`src/rtl/sd_block_reader.sv`:
```
// sd_block_reader: block-read sequencer in front of the SD-card helper.
// A command (lba, nblocks) produces one set-address pulse followed by
// back-to-back read strobes. Each returned word lands in a small FIFO that
// is presented to the consumer as a valid/ready stream.
//
// Handshakes: cmd_valid/cmd_ready and out_valid/out_ready both transfer on
// a posedge where valid and ready are high together. Valid never depends on
// ready, and out_data holds steady while out_valid is high and out_ready low.
module sd_block_reader #(
    parameter int FIFO_DEPTH      = 8,
    parameter int WORDS_PER_BLOCK = 128
) (
    input  logic        clock,
    input  logic        reset_n,
    input  logic        cmd_valid,
    output logic        cmd_ready,
    input  logic [31:0] cmd_lba,
    input  logic [15:0] cmd_nblocks,
    input  logic        abort,
    output logic        sd_setAddr,
    output logic [31:0] sd_addr,
    output logic        sd_ren,
    input  logic [31:0] sd_data,
    output logic        out_valid,
    input  logic        out_ready,
    output logic [31:0] out_data,
    output logic        busy,
    output logic        done,
    output logic        aborted
);

    localparam int PW = (FIFO_DEPTH > 1) ? $clog2(FIFO_DEPTH) : 1;
    localparam int CW = PW + 1;

    typedef enum logic [2:0] {
        S_IDLE    = 3'd0,
        S_SETADDR = 3'd1,
        S_READ    = 3'd2,
        S_DRAIN   = 3'd3,
        S_FIN     = 3'd4
    } state_t;

    state_t      state_q, state_d;
    logic [31:0] lba_q, lba_d;
    logic [22:0] remaining_q, remaining_d;
    logic        aborted_q, aborted_d;

    logic [31:0] mem_q [FIFO_DEPTH];
    logic [31:0] mem_d [FIFO_DEPTH];
    logic [PW-1:0] wr_ptr_q, wr_ptr_d;
    logic [PW-1:0] rd_ptr_q, rd_ptr_d;
    logic [CW-1:0] count_q, count_d;

    logic        in_xfer;
    logic        abort_hit;
    logic        fifo_full;
    logic        push;
    logic        pop;
    logic [22:0] total_words;

    // Status decode from the registered state.
    always_comb begin
        in_xfer     = (state_q == S_SETADDR) || (state_q == S_READ) || (state_q == S_DRAIN);
        abort_hit   = abort && in_xfer;
        fifo_full   = (count_q == CW'(FIFO_DEPTH));
        // Write credit comes only from the registered count: a pop in the
        // same cycle does not free a slot for this cycle's read.
        sd_ren      = (state_q == S_READ) && !fifo_full && !abort;
        push        = sd_ren;
        pop         = out_valid && out_ready;
        total_words = 23'(cmd_nblocks) * 23'(WORDS_PER_BLOCK);
    end

    // Output decode; everything comes straight off flops except sd_ren.
    always_comb begin
        cmd_ready  = (state_q == S_IDLE);
        busy       = in_xfer;
        done       = (state_q == S_FIN);
        aborted    = (state_q == S_FIN) && aborted_q;
        sd_setAddr = (state_q == S_SETADDR);
        sd_addr    = lba_q;
        out_valid  = (count_q != '0);
        out_data   = mem_q[rd_ptr_q];
    end

    // Sequencer next-state: command latch, word countdown, abort capture.
    always_comb begin
        state_d     = state_q;
        lba_d       = lba_q;
        remaining_d = remaining_q;
        aborted_d   = aborted_q;
        unique case (state_q)
            S_IDLE: begin
                if (cmd_valid) begin
                    lba_d       = cmd_lba;
                    remaining_d = total_words;
                    aborted_d   = 1'b0;
                    state_d     = (cmd_nblocks == 16'd0) ? S_FIN : S_SETADDR;
                end
            end
            S_SETADDR: begin
                if (abort_hit) begin
                    aborted_d = 1'b1;
                    state_d   = S_FIN;
                end else begin
                    state_d = S_READ;
                end
            end
            S_READ: begin
                if (abort_hit) begin
                    aborted_d = 1'b1;
                    state_d   = S_FIN;
                end else if (sd_ren) begin
                    remaining_d = remaining_q - 23'd1;
                    if (remaining_q == 23'd1) begin
                        state_d = S_DRAIN;
                    end
                end
            end
            S_DRAIN: begin
                if (abort_hit) begin
                    aborted_d = 1'b1;
                    state_d   = S_FIN;
                end else if (count_q == '0) begin
                    state_d = S_FIN;
                end
            end
            S_FIN: begin
                state_d = S_IDLE;
            end
            default: begin
                state_d = S_IDLE;
            end
        endcase
    end

    // FIFO next-state: push on each read strobe, pop on handshake, flush on abort.
    always_comb begin
        mem_d    = mem_q;
        wr_ptr_d = wr_ptr_q;
        rd_ptr_d = rd_ptr_q;
        count_d  = count_q;
        if (abort_hit) begin
            wr_ptr_d = '0;
            rd_ptr_d = '0;
            count_d  = '0;
        end else begin
            if (push) begin
                mem_d[wr_ptr_q] = sd_data;
                wr_ptr_d        = wr_ptr_q + PW'(1);
            end
            if (pop) begin
                rd_ptr_d = rd_ptr_q + PW'(1);
            end
            case ({push, pop})
                2'b10:   count_d = count_q + CW'(1);
                2'b01:   count_d = count_q - CW'(1);
                default: count_d = count_q;
            endcase
        end
    end

    // Sequencer state registers.
    always_ff @(posedge clock or negedge reset_n) begin
        if (!reset_n) begin
            state_q     <= S_IDLE;
            lba_q       <= '0;
            remaining_q <= '0;
            aborted_q   <= 1'b0;
        end else begin
            state_q     <= state_d;
            lba_q       <= lba_d;
            remaining_q <= remaining_d;
            aborted_q   <= aborted_d;
        end
    end

    // FIFO storage and pointers; storage is cleared so out_data reads 0 after reset.
    always_ff @(posedge clock or negedge reset_n) begin
        if (!reset_n) begin
            for (int i = 0; i < FIFO_DEPTH; i++) begin
                mem_q[i] <= '0;
            end
            wr_ptr_q <= '0;
            rd_ptr_q <= '0;
            count_q  <= '0;
        end else begin
            mem_q    <= mem_d;
            wr_ptr_q <= wr_ptr_d;
            rd_ptr_q <= rd_ptr_d;
            count_q  <= count_d;
        end
    end

endmodule
```
`config.mk`:
```
export PLATFORM = sky130hd
export DESIGN_NAME = sd_block_reader
export DESIGN_NICKNAME = d
export VERILOG_FILES = /design/src/rtl/sd_block_reader.sv
export SDC_FILE = /design/constraint.sdc
export NUM_CORES = 1
export LEC_CHECK = 0
export CORE_AREA = 3 3 223 225
export DETAILED_ROUTE_END_ITERATION = 12
export DIE_AREA = 0 0 226 228
export GPL_TIMING_DRIVEN = 0
export PLACE_DENSITY = 0.53
export SYNTH_ARGS = -nofsm -noshare
export SYNTH_HDL_FRONTEND = slang
export SYNTH_SLANG_ARGS = --single-unit
```
`constraint.sdc`:
```
create_clock -name clock -period 5.7 [get_ports clock]
set_clock_uncertainty 0.1 [all_clocks]
set_input_delay 0.57 -clock clock [delete_from_list [all_inputs] [get_ports clock]]
set_output_delay 0.57 -clock clock [all_outputs]
set_load 0.005 [all_outputs]
```
==> results of run 1 <==
## flip-flops by register name, indices dropped and copies added, names as in the netlist
register     cells
aborted_q        1
count_q          4
mem_q          256
rd_ptr_q         3
remaining_q     23
sd_addr         32
state_q          3
wr_ptr_q         3
## stage by stage
stage               setup slack [ns]  instances  util, %  hold WS, ns
global route                    1.44       1910     39.8       0.0437
floorplan                       2.85       1070        -        0.174
detailed placement              1.96       1842     37.1        0.363
CTS                             1.54       1910     39.8       0.0283
global placement              -10.62       1840     37.0        0.358
finish                          1.64       1911     39.8      -0.0176
## final timing paths
path	slack (ns)	cells past startpoint	from	to
min	-0.02	1	reset_n	mem_q[105]$_DFFE_PN0P_
max	1.64	5	rd_ptr_q[0]$_DFFE_PN0P_	out_data[31]
min in group clock	0.37	2	sd_addr[6]$_DFFE_PN0P_	sd_addr[6]$_DFFE_PN0P_
max reg2reg	2.75	7	state_q[2]$_DFFE_PN0P_	count_q[3]$_DFFE_PN0P_
min reg2reg	0.37	2	sd_addr[6]$_DFFE_PN0P_	sd_addr[6]$_DFFE_PN0P_
max in group asynchronous	4.42	2	reset_n	mem_q[56]$_DFFE_PN0P_
## cell type report
type / instances / share of cell area [%]
multi-input combinational: 667 / 35.6
inverter: 8 / 0.171
buffer: 70 / 2.18
clock inverter: 8 / 0.494
antenna: 1 / 0.0132
timing repair buffer: 157 / 8.48
sequential: 325 / 42.8
clock buffer: 60 / 6.18
tap: 615 / 4.05
## power by group through the flow
stage / combinational (mW) / sequential, mW / clock (mW)
after detailed placement: 2.91 / 3.13 / 0
final: 2.86 / 3.10 / 2.46
after CTS: 2.92 / 3.10 / 2.54
after global placement: 2.88 / 3.13 / 0
after global routing: 3.15 / 3.17 / 2.65
after floorplan: 1.71 / 3.06 / 0
## Yosys cell counts (3+ instances only)
library cell	number
buf_1	3
o21ai_0	7
a31oi_1	4
o22ai_1	6
ha_1	6
a211oi_1	4
buf_6	4
o311ai_0	4
nor3_1	9
and3_1	6
nor4b_4	3
and4_1	4
nor3b_1	3
clkbuf_1	30
nand2_1	113
a21oi_1	17
buf_2	22
mux2_2	225
buf_4	6
or3_1	7
mux2_1	15
mux2_4	50
mux4_2	64
xor2_1	7
nand3_1	12
nand4_1	10
buf_12	3
nor4_1	8
nor2b_1	3
o211ai_1	5
nor2_1	26
or4_1	5
inv_1	7
dfrtp_1	325
## cell usage in the layout (no fill, tap or decap), types with 17 or more instances in the layout
| cell type | n |
|---|---|
| a21oi_1 | 17 |
| buf_2 | 22 |
| clkbuf_1 | 39 |
| clkbuf_16 | 39 |
| clkdlybuf4s50_1 | 154 |
| dfrtp_1 | 325 |
| mux2_2 | 225 |
| mux2_4 | 50 |
| mux4_2 | 64 |
| nand2_1 | 113 |
| nor2_1 | 26 |
## worst max-delay path, cell delays in order, from the launching register on
cell and delay [ns]:
dfrtp_1 0.37, clkbuf_1 0.59, buf_2 0.53, mux4_2 0.57, mux2_2 0.32, clkdlybuf4s50_1 0.48
## kinds of logic after synthesis
kind of cell / share of synthesized area (%)
buf+inv: 2.91
flops: 53.0
fa+ha+maj: 0.489
simple gates: 8.16
compound gates: 3.04
xor+xnor: 0.514
mux: 31.9
## per-layer routing
| metal | wire length (um) | share of wire (%) | vias to the layer above |
|---|---|---|---|
| met5 | 0 | 0 | - |
| met4 | 610 | 1.6 | 0 |
| met2 | 17400 | 46 | 197 |
| li1 | - | - | 4358 |
| met3 | 1920 | 5.1 | 47 |
| met1 | 17900 | 47 | 4923 |
==> metrics, run 1 <==
status finished with violations; failing checks negative hold slack; Worst EP arrival 3.39 ns; Yosys warning count 0; synthesized area 0.0153 mm2; leakage approximately 9 nW; # port buffers 155; Post-Synthesis Cells 1070; first-pass GRT wire length between 60 and 70 mm; CP Class flop to output port; DRC marker count from the first detailed-route iteration 456; switching power between 2 and 3 mW; Worst-path clk slew 0.05 ns; area share of the largest cell type after synthesis 53.0%; relative max-transition margin 31.6%; startpoint types flop; maximum level of the CTS H-tree 2; Syn-to-layout area delta 23.8%; Clock power frac between 20% and 30%; overall power 8.42 mW; VDD IR max 0.252 mV; Die Area approximately 0.052 mm2; Post-Syn Area per Cell 14.3 um2; CTS Root Cell clkbuf_16; CTS tree yes; share of flip-flops with an asynchronous set or reset 100%; Worst Hold Class input pin to asynchronous set/reset pin; Post-DRT Antenna Nets 0; CTS buffer count 38; synth top area cells dfrtp_1, mux2_2, mux4_2; post-synthesis net count about 1200; row cnt 80; post-DR wirelength/cell 19.8 um; dpl cell area 0.0177 mm2; Detailed Routing Iterations Pass 1 5; final wirelength 37.8 mm; Synth Flop Type dfrtp_1; gpl congestion ~0.76; grt met1 use between 20% and 30%; grt ovf 0; Initial Util 32.1%; Sw Ratio 30.8%; cell internal pwr 5.83 mW; crit path capture type output port; largest net degree at the start of global routing between 100 and 150; Post CTS Setup Buffer Count 0; Slew Viols, Final 0; combinational share of power 34.0%; half-perimeter wire length after placement 24.4 mm; met3 Track Usage GR 3.28%; Total GRT Usage 14.8%; crit path max fanout 10; vias in the first global route about 10000; fmax around 250 MHz; final net count between 1000 and 1500; max-cap violation count 0; sequential cell fraction of total power 36.8%; routing usage on met2 23.2%; FF/Latch Area 0.00813 mm2; initial antenna violation count 0; cts hold-fix bufs 0; Design Area, Final 0.0190 mm2; Tmin final 4.06 ns; PwrDens 443 mW/mm2; layout cell share with drive strength beyond 1 a little over a third; period utilisation layout a little under three quarters; Post-CTS Resized 0; Placeable Area 0.0477 mm2; Synth area leader dfrtp_1; Setup violations, final 0; I/O pins 156; Seq/Total Area, Yosys 53.0%; #FFs+latches synth 325; Worst Hold Margin -0.0176 ns; unrepaired setup endpoints after global routing no; maximum root-to-sink buffer count 3; Cell variety after synth 74; Worst-Skew Late Latency 0.52 ns; CP required 5.03 ns; height of the die between 200 and 250 um; Total Neg Setup Slack 0 ns; hold violation count in the final report 2; CTS sink count 325; Die Wd 226 um; worst-margin pin slew 1.03 ns; multi-input combinational cell area 0.00677 mm2; vias 9525; Post-synth EDFFs 0; residual DRC count 0; DR vias/cell 4.98; FILL cells 4419; Top Usage Layer GRT met2
(Power assumes the default switching activity.)
==> run 2: changes to the inputs <==
--- a/config.mk
+++ b/config.mk
@@ -9,7 +9,7 @@
 export DETAILED_ROUTE_END_ITERATION = 12
 export DIE_AREA = 0 0 226 228
 export GPL_TIMING_DRIVEN = 0
-export PLACE_DENSITY = 0.53
+export PLACE_DENSITY = 0.55
 export SYNTH_ARGS = -nofsm -noshare
 export SYNTH_HDL_FRONTEND = slang
 export SYNTH_SLANG_ARGS = --single-unit
==> constraint.sdc (replaced) <==
create_clock -name clock -period 3.5 [get_ports clock]
set_clock_uncertainty 0.1 [all_clocks]
set_input_delay 0.35 -clock clock [delete_from_list [all_inputs] [get_ports clock]]
set_output_delay 0.35 -clock clock [all_outputs]
set_load 0.005 [all_outputs]
==> metrics, run 2 (synthesized netlist as in run 1, its figures left out) <==
status completed; largest net degree at the start of global routing 118 (unchanged); height of the die 228 um (unchanged); maximum root-to-sink buffer count 3 (unchanged); final wirelength 38.0 mm (+0.41%); DRC marker count from the first detailed-route iteration 464 (+1.8%); Worst-Skew Late Latency 0.53 ns (about the same); CTS sink count 325 (unchanged); Worst Hold Class input pin to flop; Crit. path cell count 5 (unchanged); max reg flops 256 (unchanged); max-cap violation count 0 (unchanged); grt ovf 0 (unchanged); Tmin final 3.36 ns; Setup violations, final 0 (unchanged); Final Util 39.9% (+0.10 points); crit-path max cell delay 0.54 ns (-0.05 ns); VDD IR max 0.370 mV (+47%); vias in the first global route 10200 (+1.1%); unrepaired setup endpoints after global routing yes; commonest non-fill, non-tap cell in the layout dfrtp_1; Worst-path clk slew 0.06 ns (about the same); gpl congestion 0.795 (+4.1%); period utilisation layout a little over nine tenths; startpoint types flop; worst path buffer plus inverter count 3 (unchanged); # port buffers 155 (unchanged); Post-DRT Antenna Nets 0 (unchanged); Initial Util 32.1% (unchanged); Top reg by flops mem_q; switching power 4.26 mW (+64%); initial antenna violation count 4 (+4); Clock power frac 29.0% (-0.2 points); maximum level of the CTS H-tree 2 (unchanged); CTS Root Cell clkbuf_16; crit-path leading delay family buffers and inverters; worst-margin pin slew 0.905 ns (-0.121 ns); Syn-to-layout area delta 24.1%; CTS tree yes; DR vias/cell 5.04 (+1.0%); crit path max fanout 10 (unchanged); dpl cell area 0.0178 mm2 (+0.16%); CP required 3.05 ns (-1.98 ns); crit-path cells buf_2, clkbuf_4, mux4_2, mux2_2, clkdlybuf4s50_1; Placeable Area 0.0477 mm2 (unchanged); Worst Hold Margin 0.249 ns (+0.267 ns); Detailed Routing Iterations Pass 1 4 (-1); Die Area 0.0515 mm2 (unchanged); Sw Ratio 30.9% (+0.17 points); I/O pins 156 (unchanged); leakage 8.85 nW (+0.46%); half-perimeter wire length after placement 24.3 mm (-0.41%); fmax ~300 MHz; layout cell share with drive strength beyond 1 35.8% (+0.62 points); cell internal pwr 9.50 mW (+63%); post-DR wirelength/cell 19.9 um (+0.36%); final net count 1361 (+0.22%); PwrDens 722 mW/mm2 (+63%); sequential cell fraction of total power 36.7% (about the same); Slew Viols, Final 0 (unchanged); residual DRC count 0 (unchanged); vias 9629 (+1.1%); Worst EP arrival 2.91 ns (-0.48 ns); R2R depth 7 (unchanged); first-pass GRT wire length 60.2 mm (+0.24%); Die Wd 226 um (unchanged); most frequent cells in the layout dfrtp_1, mux2_2, clkdlybuf4s50_1; hold violation count in the final report 0 (-2); CP Class flop to output port; Design Area, Final 0.0190 mm2 (+0.26%); CP max-delay cell mux4_2; relative max-transition margin 39.6% (+8.1 points); Worst R2R Setup Slack 0.58 ns (-2.17 ns); Total GRT Usage 14.9% (+0.022 points); combinational share of power 34.2% (+0.2 points); Total Neg Setup Slack 0 ns (unchanged); CTS buffer count 39 (+2.6%); row cnt 80 (unchanged); crit path capture type output port; Hold Crit Depth 3
-- run 2: metal layers --
layer | GRT usage (%) | vias to the layer above | routed length, um
met1 | 20.6 | 4989 | 17800
met4 | 4.07 | 4 | 952
met3 | 3.63 | 70 | 2000
li1 | - | 4363 | -
met2 | 23.3 | 203 | 17300
met5 | 0 | - | 25
-- run 2: worst min-delay path, stage by stage --
cell and delay (ns):
clkdlybuf4s50_1 0.39, nand2_1 0.05, nand2_1 0.04
-- run 2: power groups by stage --
stage                     registers, mW  logic, mW  clock network (mW)
after floorplan                    4.99       2.78                   0
after global routing               5.16       5.17                4.30
final                              5.05       4.71                3.99
after global placement             5.08       4.68                   0
after detailed placement           5.10       4.76                   0
after CTS                          5.05       4.78                4.13
-- run 2: layout make-up --
type	instances	area (um2)
clock buffer	56	1150
clock inverter	10	104
buffer	70	437
fill	4430	28700
multi-input combinational	667	6770
antenna	2	5.00
sequential	325	8130
inverter	8	32.5
tap	615	769
timing repair buffer	159	1650
-- run 2: repair_timing --
item                                    CTS  global route
hold endpoints to repair                112             0
setup buffers                             0             0
gates resized for setup                   8             8
hold buffers                              1             0
endpoints found under the setup margin   32            32
-- run 2: final timing paths --
| kind | startpoint | endpoint |
|---|---|---|
| worst max-delay path | rd_ptr_q[0]$_DFFE_PN0P_ | out_data[19] |
| worst min-delay path | cmd_lba[23] | sd_addr[23]$_DFFE_PN0P_ |
| worst max register to register | state_q[2]$_DFFE_PN0P_ | count_q[3]$_DFFE_PN0P_ |
| worst min register to register | sd_addr[22]$_DFFE_PN0P_ | sd_addr[22]$_DFFE_PN0P_ |
| max in group asynchronous | reset_n | mem_q[86]$_DFFE_PN0P_ |
| min in group asynchronous | reset_n | mem_q[73]$_DFFE_PN0P_ |
-- run 2: per-stage QoR --
step	instances	worst slack (ns)	power, mW
2_1_floorplan	1070	0.849	7.77
3_3_place_gp	1840	-12.39	9.76
3_5_place_dp	1843	-0.00211	9.85
4_1_cts	1910	-0.0833	14.0
5_1_grt	1910	-0.00293	14.6
6_report	1912	0.140	13.8
==> run 3: changes to the inputs <==
==> config.mk (replaced) <==
export PLATFORM = sky130hd
export DESIGN_NAME = sd_block_reader
export DESIGN_NICKNAME = d
export VERILOG_FILES = /design/src/rtl/sd_block_reader.sv
export SDC_FILE = /design/constraint.sdc
export NUM_CORES = 1
export LEC_CHECK = 0
export CORE_AREA = 3 3 187 189
export DETAILED_ROUTE_END_ITERATION = 12
export DIE_AREA = 0 0 190 192
export GPL_ROUTABILITY_DRIVEN = 0
export GPL_TIMING_DRIVEN = 0
export PLACE_DENSITY = 0.72
export SYNTH_ARGS = -nofsm -noshare
export SYNTH_HDL_FRONTEND = slang
export SYNTH_SLANG_ARGS = --single-unit
==> metrics, run 3 (synthesized netlist as in run 1, its figures left out) <==
largest net degree at the start of global routing 123 (+4.2%); CTS tree yes; DR vias/cell 5.50 (+9.2%); crit-path cells clkbuf_2, buf_4, mux4_2, mux2_2, clkdlybuf4s50_1; most frequent cells in the layout dfrtp_1, mux2_2, clkdlybuf4s50_1; status completed; row cnt 67 (-16%); I/O pins 156 (unchanged); Placeable Area 0.0334 mm2 (-30%); Die Wd 190 um (-16%); dpl cell area 0.0175 mm2 (-1.3%); DRC marker count from the first detailed-route iteration 526 (+13%); Total GRT Usage 19.5% (+4.6 points); CP required 3.05 ns (about the same); leakage 8.83 nW (-0.29%); Design Area, Final 0.0188 mm2 (-1.4%); Worst Hold Margin 0.260 ns (+0.0105 ns); crit path capture type output port; Cells after DPL 1675 (-9.1%); FILL cells 2715 (-39%); startpoint types flop; worst-margin pin slew 0.904 ns (-0.00119 ns); Worst EP arrival 2.90 ns (about the same); fmax 299 MHz (+0.38%); VDD IR max 0.466 mV (+26%); crit-path leading delay family buffers and inverters; Setup violations, final 0 (unchanged); hold violation count in the final report 0 (unchanged); maximum level of the CTS H-tree 2 (unchanged); CP max-delay cell mux4_2; maximum root-to-sink buffer count 3 (unchanged); first-pass GRT wire length 56.2 mm (-6.7%); commonest non-fill, non-tap cell in the layout dfrtp_1; post-DR wirelength/cell 20.3 um (+2.3%); Die Area 0.0365 mm2 (-29%); max-cap violation count 0 (unchanged); Slew Viols, Final 0 (unchanged); PwrDens 724 mW/mm2 (+0.24%); vias 9578 (-0.53%); height of the die 192 um (-16%); grt ovf 0 (unchanged); Worst-path clk slew 0.06 ns (about the same); Top reg by flops mem_q; # port buffers 155 (unchanged); residual DRC count 0 (unchanged); CTS sink count 325 (unchanged); Post CTS Setup Buffer Count 0 (unchanged); vias in the first global route 10200 (-0.35%); half-perimeter wire length after placement 22.6 mm (-7.3%); Initial Util 45.9% (+14 points); Syn-to-layout area delta 22.4%; crit path max fanout 10 (unchanged); CTS buffer count 36 (-7.7%); initial antenna violation count 1 (-3); fin cells 1741 (-8.9%); overall power 13.6 mW (-1.2%); final net count 1357 (-0.29%); max reg flops 256 (unchanged); pre-CTS setup slack -0.0219 ns (-0.0198 ns); Detailed Routing Iterations Pass 1 4 (unchanged); Worst-Skew Late Latency 0.53 ns (about the same); setup slack after layout 0.152 ns (+0.0128 ns); Total Neg Setup Slack 0 ns (unchanged); Tmin final 3.35 ns (-0.0128 ns); Final Util 56.2% (+16 points); Worst R2R Setup Slack 0.60 ns (+0.02 ns); final wirelength 35.4 mm (-6.9%); layout cell share with drive strength beyond 1 36.0% (+0.16 points); crit-path max cell delay 0.55 ns (about the same); unrepaired setup endpoints after global routing no; Worst Hold Class input pin to flop; worst path buffer plus inverter count 3 (unchanged); relative max-transition margin 39.6% (-0.079 points); period utilisation layout 95.6% (-0.37 points); Post-DRT Antenna Nets 0 (unchanged); CP Class flop to output port; CTS Root Cell clkbuf_16
-- run 3: cell count changes in the layout (fill, tap and decap cells not counted), sizes merged --
cell / previous run / this run
clkinvlp: 0 / 1
clkbuf: 88 / 82
diode: 2 / 1
buf: 42 / 43
clkinv: 7 / 9
inv: 9 / 8
-- run 3: path summary, 6_finish.rpt --
kind | from | to | cells past startpoint
max | rd_ptr_q[0]$_DFFE_PN0P_ | out_data[30] | 5
min | cmd_lba[28] | sd_addr[28]$_DFFE_PN0P_ | 3
max reg2reg | state_q[0]$_DFFE_PN0P_ | count_q[3]$_DFFE_PN0P_ | 7
min reg2reg | sd_addr[9]$_DFFE_PN0P_ | sd_addr[9]$_DFFE_PN0P_ | 2
max in group asynchronous | reset_n | mem_q[155]$_DFFE_PN0P_ | 4
min in group asynchronous | reset_n | mem_q[100]$_DFFE_PN0P_ | 2
-- run 3: timing repair --
item | CTS | global route
hold buffers | 1 | 0
endpoints found under the hold margin | 87 | 0
endpoints found under the setup margin | 32 | 0
gates resized for setup | 13 | 0
-- run 3: per-layer routing --
metal | GRT usage, % | vias up | part of all wire, %
met4 | 5.23 | 0 | 2.3
met2 | 32.0 | 215 | 48
li1 | - | 4356 | -
met3 | 4.34 | 54 | 5.7
met5 | 0 | - | 0
met1 | 26.4 | 4953 | 44
-- run 3: power breakdown --
part,internal (mW),switching [mW],leakage [nW],total [mW]
Sequential,4.55,0.506,4.37,5.06
Clock,2.34,1.54,0.612,3.88
Combinational,2.52,2.14,3.85,4.65
-- run 3: worst reg2reg max path, stage by stage, from the launching register on --
cell,delay [ns]
dfrtp_1,0.41
or4b_2,0.71
o21ai_2,0.31
inv_1,0.14
ha_1,0.35
o21a_1,0.13
o32ai_1,0.26
mux2_2,0.37
-- run 3: cell type report --
type / instances / area (um2) / area share (%)
plain buffers: 70 / 437 / 2.32
clock inverters: 12 / 128 / 0.679
well taps: 448 / 561 / 2.98
clock buffers: 52 / 1100 / 5.87
repair buffers: 158 / 1620 / 8.63
diodes: 1 / 2.50 / 0.0133
inverters: 8 / 32.5 / 0.173
multi-input cells: 667 / 6770 / 36.0
flip-flops and latches: 325 / 8130 / 43.3
